`config.mk`:
```
export PLATFORM = sky130hd
export DESIGN_NAME = mem_port_arbiter_flat
export DESIGN_NICKNAME = d
export VERILOG_FILES = /design/src/rtl/mem_port_arbiter_if.sv /design/src/rtl/mem_port_arbiter.sv /design/src/flat_wrapper.sv
export SDC_FILE = /design/constraint.sdc
export NUM_CORES = 1
export LEC_CHECK = 0
export ABC_AREA = 1
export CORE_AREA = 2 2 208 210
export DETAILED_ROUTE_END_ITERATION = 7
export DIE_AREA = 0 0 210 212
export SLEW_MARGIN = 20
export SYNTH_ARGS = -nofsm -noshare
export SYNTH_HDL_FRONTEND = slang
export SYNTH_SLANG_ARGS = --single-unit
```
`constraint.sdc`:
```
create_clock -name clk -period 8.8 [get_ports clk]
set_clock_uncertainty 0.2 [all_clocks]
set_input_delay 1.32 -clock clk [delete_from_list [all_inputs] [get_ports clk]]
set_output_delay 1.32 -clock clk [all_outputs]
set_load 0.01 [all_outputs]
```
`src/rtl/mem_port_arbiter_if.sv`:
```
// rtl/mem_port_arbiter_if.sv - IF / LS request buses and shared memory port bundled for mem_port_arbiter
interface mem_port_arbiter_if #(
   parameter int XLEN = 64
);
   logic            if_valid;
   logic [XLEN-1:0] if_addr;
   logic            if_ready;
   logic            if_flush;
   logic            if_rvalid;
   logic [XLEN-1:0] if_rdata;

   logic            ls_valid;
   logic [XLEN-1:0] ls_addr;
   logic            ls_wen;
   logic [XLEN-1:0] ls_wdata;
   logic [7:0]      ls_wmask;
   logic            ls_ready;
   logic            ls_rvalid;
   logic [XLEN-1:0] ls_rdata;

   logic            mem_valid;
   logic [XLEN-1:0] mem_addr;
   logic            mem_wen;
   logic [XLEN-1:0] mem_wdata;
   logic [7:0]      mem_wmask;
   logic            mem_ready;
   logic            mem_rvalid;
   logic [XLEN-1:0] mem_rdata;

   // Arbiter side: serves both requesters and masters the memory port
   modport master (
      input  if_valid, if_addr, if_flush,
      output if_ready, if_rvalid, if_rdata,
      input  ls_valid, ls_addr, ls_wen, ls_wdata, ls_wmask,
      output ls_ready, ls_rvalid, ls_rdata,
      output mem_valid, mem_addr, mem_wen, mem_wdata, mem_wmask,
      input  mem_ready, mem_rvalid, mem_rdata
   );

   // Environment side: requesters plus the memory
   modport slave (
      output if_valid, if_addr, if_flush,
      input  if_ready, if_rvalid, if_rdata,
      output ls_valid, ls_addr, ls_wen, ls_wdata, ls_wmask,
      input  ls_ready, ls_rvalid, ls_rdata,
      input  mem_valid, mem_addr, mem_wen, mem_wdata, mem_wmask,
      output mem_ready, mem_rvalid, mem_rdata
   );
endinterface

```
`src/rtl/mem_port_arbiter.sv`:
```
// rtl/mem_port_arbiter.sv - single-outstanding arbiter of IF and LS requesters onto one memory port
module mem_port_arbiter #(
   parameter int XLEN       = 64,
   parameter int STARVE_MAX = 4
) (
   input logic                clk,
   input logic                rst,
   mem_port_arbiter_if.master bus
);

   typedef enum logic [1:0] {S_IDLE, S_REQ, S_RESP} state_t;

   localparam logic [2:0]      STARVE_LIM = 3'(STARVE_MAX);
   localparam logic [XLEN-1:0] ADDR_MASK  = {{(XLEN-3){1'b1}}, 3'b000};

   state_t          state_q, state_d;
   logic [2:0]      starve_q, starve_d;
   logic            drop_q, drop_d;
   logic            own_if_q, own_if_d;
   logic [XLEN-1:0] req_addr_q, req_addr_d;
   logic            req_wen_q, req_wen_d;
   logic [XLEN-1:0] req_wdata_q, req_wdata_d;
   logic [7:0]      req_wmask_q, req_wmask_d;
   logic [XLEN-1:0] if_rdata_q, if_rdata_d;
   logic [XLEN-1:0] ls_rdata_q, ls_rdata_d;
   logic            if_rvalid_q, if_rvalid_d;
   logic            ls_rvalid_q, ls_rvalid_d;

   logic            if_ready_c;
   logic            ls_ready_c;
   logic            mem_valid_c;
   logic            drop_now;

   // State register; reset aborts any transaction in flight and clears every copy
   always_ff @(posedge clk or posedge rst) begin
      if (rst) begin
         state_q     <= S_IDLE;
         starve_q    <= 3'd0;
         drop_q      <= 1'b0;
         own_if_q    <= 1'b0;
         req_addr_q  <= '0;
         req_wen_q   <= 1'b0;
         req_wdata_q <= '0;
         req_wmask_q <= 8'h00;
         if_rdata_q  <= '0;
         ls_rdata_q  <= '0;
         if_rvalid_q <= 1'b0;
         ls_rvalid_q <= 1'b0;
      end else begin
         state_q     <= state_d;
         starve_q    <= starve_d;
         drop_q      <= drop_d;
         own_if_q    <= own_if_d;
         req_addr_q  <= req_addr_d;
         req_wen_q   <= req_wen_d;
         req_wdata_q <= req_wdata_d;
         req_wmask_q <= req_wmask_d;
         if_rdata_q  <= if_rdata_d;
         ls_rdata_q  <= ls_rdata_d;
         if_rvalid_q <= if_rvalid_d;
         ls_rvalid_q <= ls_rvalid_d;
      end
   end

   // Next state: arbitration and request capture in IDLE, memory handshake in REQ, response steering in RESP
   always_comb begin
      state_d     = state_q;
      starve_d    = starve_q;
      drop_d      = drop_q;
      own_if_d    = own_if_q;
      req_addr_d  = req_addr_q;
      req_wen_d   = req_wen_q;
      req_wdata_d = req_wdata_q;
      req_wmask_d = req_wmask_q;
      if_rdata_d  = if_rdata_q;
      ls_rdata_d  = ls_rdata_q;
      if_rvalid_d = 1'b0;
      ls_rvalid_d = 1'b0;
      if_ready_c  = 1'b0;
      ls_ready_c  = 1'b0;
      mem_valid_c = 1'b0;
      drop_now    = drop_q;
      case (state_q)
         S_IDLE: begin
            // LS wins by default; IF is forced through once LS has been granted STARVE_MAX times over it
            if (bus.ls_valid && !(bus.if_valid && starve_q >= STARVE_LIM)) begin
               ls_ready_c  = 1'b1;
               own_if_d    = 1'b0;
               req_addr_d  = bus.ls_addr;
               req_wen_d   = bus.ls_wen;
               req_wdata_d = bus.ls_wdata;
               req_wmask_d = bus.ls_wen ? bus.ls_wmask : 8'h00;
               if (bus.if_valid)
                  starve_d = (starve_q >= STARVE_LIM) ? starve_q : starve_q + 3'd1;
               else
                  starve_d = 3'd0;
               drop_d      = 1'b0;
               state_d     = S_REQ;
            end else if (bus.if_valid) begin
               // A flush arriving with the grant targets older fetches, not this one
               if_ready_c  = 1'b1;
               own_if_d    = 1'b1;
               req_addr_d  = bus.if_addr;
               req_wen_d   = 1'b0;
               req_wdata_d = '0;
               req_wmask_d = 8'h00;
               starve_d    = 3'd0;
               drop_d      = 1'b0;
               state_d     = S_REQ;
            end
         end
         S_REQ: begin
            mem_valid_c = 1'b1;
            if (own_if_q && bus.if_flush)
               drop_d = 1'b1;
            if (bus.mem_ready)
               state_d = S_RESP;
         end
         S_RESP: begin
            // A flush in the completing cycle still discards the fetch
            drop_now = drop_q | (own_if_q & bus.if_flush);
            drop_d   = drop_now;
            if (bus.mem_rvalid) begin
               state_d = S_IDLE;
               drop_d  = 1'b0;
               if (!own_if_q) begin
                  ls_rdata_d  = bus.mem_rdata;
                  ls_rvalid_d = 1'b1;
               end else if (!drop_now) begin
                  if_rdata_d  = bus.mem_rdata;
                  if_rvalid_d = 1'b1;
               end
            end
         end
         default: state_d = S_IDLE;
      endcase
   end

   // Readies are gated by rst so an asynchronous reset silences them before any clock edge
   assign bus.if_ready  = if_ready_c & ~rst;
   assign bus.ls_ready  = ls_ready_c & ~rst;
   assign bus.if_rvalid = if_rvalid_q;
   assign bus.ls_rvalid = ls_rvalid_q;
   assign bus.if_rdata  = if_rdata_q;
   assign bus.ls_rdata  = ls_rdata_q;
   assign bus.mem_valid = mem_valid_c;
   assign bus.mem_addr  = req_addr_q & ADDR_MASK;
   assign bus.mem_wen   = req_wen_q;
   assign bus.mem_wdata = req_wdata_q;
   assign bus.mem_wmask = req_wmask_q;

endmodule
```
`src/flat_wrapper.sv`:
```
// flat-port wrapper written by rule: the top's interface ports become plain ports
module mem_port_arbiter_flat 
#(
   parameter int XLEN       = 64,
   parameter int STARVE_MAX = 4
)
  (clk, rst, bus_if_valid, bus_if_addr, bus_if_flush, bus_if_ready, bus_if_rvalid, bus_if_rdata, bus_ls_valid, bus_ls_addr, bus_ls_wen, bus_ls_wdata, bus_ls_wmask, bus_ls_ready, bus_ls_rvalid, bus_ls_rdata, bus_mem_valid, bus_mem_addr, bus_mem_wen, bus_mem_wdata, bus_mem_wmask, bus_mem_ready, bus_mem_rvalid, bus_mem_rdata);
  mem_port_arbiter_if #(.XLEN(XLEN)) bus_i ();
  input logic clk;
  input logic rst;
  input wire logic [$bits(bus_i.if_valid)-1:0] bus_if_valid;
  input wire logic [$bits(bus_i.if_addr)-1:0] bus_if_addr;
  input wire logic [$bits(bus_i.if_flush)-1:0] bus_if_flush;
  output wire logic [$bits(bus_i.if_ready)-1:0] bus_if_ready;
  output wire logic [$bits(bus_i.if_rvalid)-1:0] bus_if_rvalid;
  output wire logic [$bits(bus_i.if_rdata)-1:0] bus_if_rdata;
  input wire logic [$bits(bus_i.ls_valid)-1:0] bus_ls_valid;
  input wire logic [$bits(bus_i.ls_addr)-1:0] bus_ls_addr;
  input wire logic [$bits(bus_i.ls_wen)-1:0] bus_ls_wen;
  input wire logic [$bits(bus_i.ls_wdata)-1:0] bus_ls_wdata;
  input wire logic [$bits(bus_i.ls_wmask)-1:0] bus_ls_wmask;
  output wire logic [$bits(bus_i.ls_ready)-1:0] bus_ls_ready;
  output wire logic [$bits(bus_i.ls_rvalid)-1:0] bus_ls_rvalid;
  output wire logic [$bits(bus_i.ls_rdata)-1:0] bus_ls_rdata;
  output wire logic [$bits(bus_i.mem_valid)-1:0] bus_mem_valid;
  output wire logic [$bits(bus_i.mem_addr)-1:0] bus_mem_addr;
  output wire logic [$bits(bus_i.mem_wen)-1:0] bus_mem_wen;
  output wire logic [$bits(bus_i.mem_wdata)-1:0] bus_mem_wdata;
  output wire logic [$bits(bus_i.mem_wmask)-1:0] bus_mem_wmask;
  input wire logic [$bits(bus_i.mem_ready)-1:0] bus_mem_ready;
  input wire logic [$bits(bus_i.mem_rvalid)-1:0] bus_mem_rvalid;
  input wire logic [$bits(bus_i.mem_rdata)-1:0] bus_mem_rdata;
  assign bus_i.if_valid = bus_if_valid;
  assign bus_i.if_addr = bus_if_addr;
  assign bus_i.if_flush = bus_if_flush;
  assign bus_if_ready = bus_i.if_ready;
  assign bus_if_rvalid = bus_i.if_rvalid;
  assign bus_if_rdata = bus_i.if_rdata;
  assign bus_i.ls_valid = bus_ls_valid;
  assign bus_i.ls_addr = bus_ls_addr;
  assign bus_i.ls_wen = bus_ls_wen;
  assign bus_i.ls_wdata = bus_ls_wdata;
  assign bus_i.ls_wmask = bus_ls_wmask;
  assign bus_ls_ready = bus_i.ls_ready;
  assign bus_ls_rvalid = bus_i.ls_rvalid;
  assign bus_ls_rdata = bus_i.ls_rdata;
  assign bus_mem_valid = bus_i.mem_valid;
  assign bus_mem_addr = bus_i.mem_addr;
  assign bus_mem_wen = bus_i.mem_wen;
  assign bus_mem_wdata = bus_i.mem_wdata;
  assign bus_mem_wmask = bus_i.mem_wmask;
  assign bus_i.mem_ready = bus_mem_ready;
  assign bus_i.mem_rvalid = bus_mem_rvalid;
  assign bus_i.mem_rdata = bus_mem_rdata;
  mem_port_arbiter #(.XLEN(XLEN), .STARVE_MAX(STARVE_MAX)) u_core (.clk(clk), .rst(rst), .bus(bus_i));
endmodule
```
==> results.toml <==
[synthesis]
synth_xor_area_share_pct = 0
ys_warn_count = 0
syn_area_per_cell_um2 = 8.80
ys_seq_area_share_pct = 62.7
synth_fa_ha_area_share_pct = 0.694
synth_cell_types = 19
synth_simple_gate_area_share_pct = 27.4
synth_mux_area_share_pct = 0
syn_area_um2 = 10800
ys_seq_elements = 271
syn_inst = 1230
synth_top_family_by_area = "simple AND/OR/NAND/NOR gates"
synth_compound_area_share_pct = 4.21

[worst_setup_path]
cpPeakStageDelay_ns = 0.61
cp-end-kind = "primary output"
cp_slowest_cell = "clkdlybuf4s50_1"
cp.arrival_ns = 3.26
critPathLaunchType = "primary input"
crit_required_ns = 7.28
crit_chain = "clkdlybuf4s50_1, inv_2, nand2_1, nand2_4, nor3_2, clkdlybuf4s50_1"
path_common_cell = "clkdlybuf4s50_1"
path_class = "primary input to primary output"
worstPathMaxFanout = 56

[sta]
relSlewSlack_pct = 35.4
fmax_mhz = 209
rsz0062_at_grt = "false"
setup_violations = 0
period_minus_slack_ns = 4.78
hold_viol_final = 0
finalMaxSlewViolations = 0
setup_ws_ns = 4.02
timing.setup.tns_ns = 0
whs_ns = 0.276
fin_crit_sh_pct = 54.4
tightestPinTransition_ns = 0.968

[placement]
dp.final_hpwl_mm = 27.5
portBuffers = 532
place_ws_ns = 3.96
gp_congestion = 0.894

[detailed_routing]
drc = 0
m1WireLength_mm = 15.5
vias = 9983
drt-total-wl_mm = 38.8
dr_wl_met2_mm = 18.9
wl_met3_mm = 3.12
firstDrtPassIters = 5
drt.antenna.violating_nets = 0
dr.max_layer_used = "met4"
wl_per_cell_um = 16.8
drt_iter0_drc = 634
viasPerCell = 4.33

[final_layout]
final_nets = 2017
final_util_pct = 41.2
area_delta_synth_final_pct = 61.8
drive_above_1_share_pct = 4.09

[power_and_ir_drop]
leakage_uw = 0.00821
powerDensity_nw_per_um2 = 346
peakVddDrop_uv = 146
power_uw = 6060

[grt]
grt_overflow = 0
grt_max_degree = 157
grt_first_pass_wirelength_mm = 59.1
antenna_found_initial = 1
grt_pass1_vias = 10100
grt_use_total_pct = 16.9

[clocking]
ctsHoldBuffers = 0
cts_tree = "done"
cts_max_level = 1
root_buffer = "clkbuf_16"
cts_setup_buffers = 0
cts_resized = 0
worstSkewPairLatency_ns = 0.56
clock_sinks = 271
clk_pin_slew_ns = 0.06
cts_buffers = 31
clockBufferDepth = 3

[worst_hold_path]
hp-class = "flip-flop to flip-flop"

[floorplanning]
die_height_um = 212
rows = 76
boundaryPins = 542
initial_core_util_pct = 25.5
core_area_um2 = 42500
dieArea_um2 = 44500
die_x_um = 210

[run]
drv_cap = 0

[outcome]
outcome = "finished, final reports clean"
synth_stat cells (all sizes together):
master	instances	share of area [%]
nand2	645	22
o21ai	68	3.1
inv	38	1.3
buf	49	3.0
conb	1	0.035
ha	6	0.69
dfrtp	271	63
nor3	2	0.14
nand3	77	3.6
nor2	30	1.2
a21oi	23	1.1
clkbuf	20	0.69
area by class of cell:
| type | instances | area (um^2) |
|---|---|---|
| diodes | 1 | 2.50 |
| clock buffers | 46 | 902 |
| well taps | 546 | 683 |
| repair buffers | 543 | 5420 |
| inverters | 38 | 146 |
| multi-input cells | 854 | 3530 |
| flip-flops and latches | 271 | 6780 |
| clock inverters | 9 | 47.5 |
| fillers | 4151 | 25000 |
through the flow:
step	instances	cell area [um^2]
after global placement	2252	16600
final	2308	17500
after detailed placement	2252	16600
after floorplan	1232	10800
after global routing	2308	17500
after CTS	2307	17500
path summary, 6_finish.rpt:
kind,start,to,slack [ns],cells after the start
setup / recovery,bus_if_valid,bus_if_ready,4.02,6
hold / removal,u_core.bus.ls_rdata[9],u_core.bus.ls_rdata[9],0.28,2
setup reg to reg,u_core.state_q[0],u_core.req_addr_q[33],5.71,8
hold reg to reg,u_core.bus.ls_rdata[9],u_core.bus.ls_rdata[9],0.28,2
max in group asynchronous,rst,u_core.bus.ls_rdata[40],5.68,4
min in group asynchronous,rst,u_core.starve_q[2],0.87,2
state kept, by name, summed over array words and instances (netlist names), 2 cells and up:
signal / cells
u_core.bus.ls_rdata: 64
u_core.bus.mem_wmask: 8
u_core.bus.if_rdata: 64
u_core.bus.mem_wdata: 64
u_core.state_q: 2
u_core.req_addr_q: 61
u_core.starve_q: 3
cells in the final DEF, fill, tap and decap left out:
cell / count
buf_4: 10
ha_1: 6
nand3_1: 75
clkinv_2: 8
a21oi_1: 23
nand3_2: 1
clkbuf_8: 7
nand2_4: 1
clkbuf_16: 31
dfrtp_1: 271
clkdlybuf4s50_1: 532
nor3_2: 1
nand2_2: 2
diode_2: 1
clkbuf_1: 8
conb_1: 3
nor2_1: 27
buf_12: 1
inv_1: 33
nor3_1: 1
o21ai_0: 68
nor2_4: 3
nand2_1: 642
inv_2: 4
nand3_4: 1
clkinvlp_4: 2
cells by family after synthesis:
group / Yosys count
buffers and inverters: 107
and+or+nand+nor: 754
adders and majority gates: 6
other: 1
DFF: 271
AOI/OAI and AO/OA: 91
metal layers:
layer | track usage (%) | vias up
met4 | 5.26 | 0
met3 | 5.17 | 71
met2 | 28.4 | 382
li1 | - | 4823
met1 | 20.8 | 4707
met5 | 0 | -
critical path, delay by kind of cell:
| family | cells | cell delay, ns |
|---|---|---|
| buf+inv | 3 | 1.23 |
| simple gates | 3 | 0.70 |
power breakdown:
| part | internal, uW | leakage, uW | switching (uW) |
|---|---|---|---|
| Sequential | 1830 | 0.00339 | 323 |
| Combinational | 1380 | 0.00436 | 1310 |
| Clock | 701 | 0.000473 | 517 |
No activity file was read; power rests on OpenSTA's default activity.
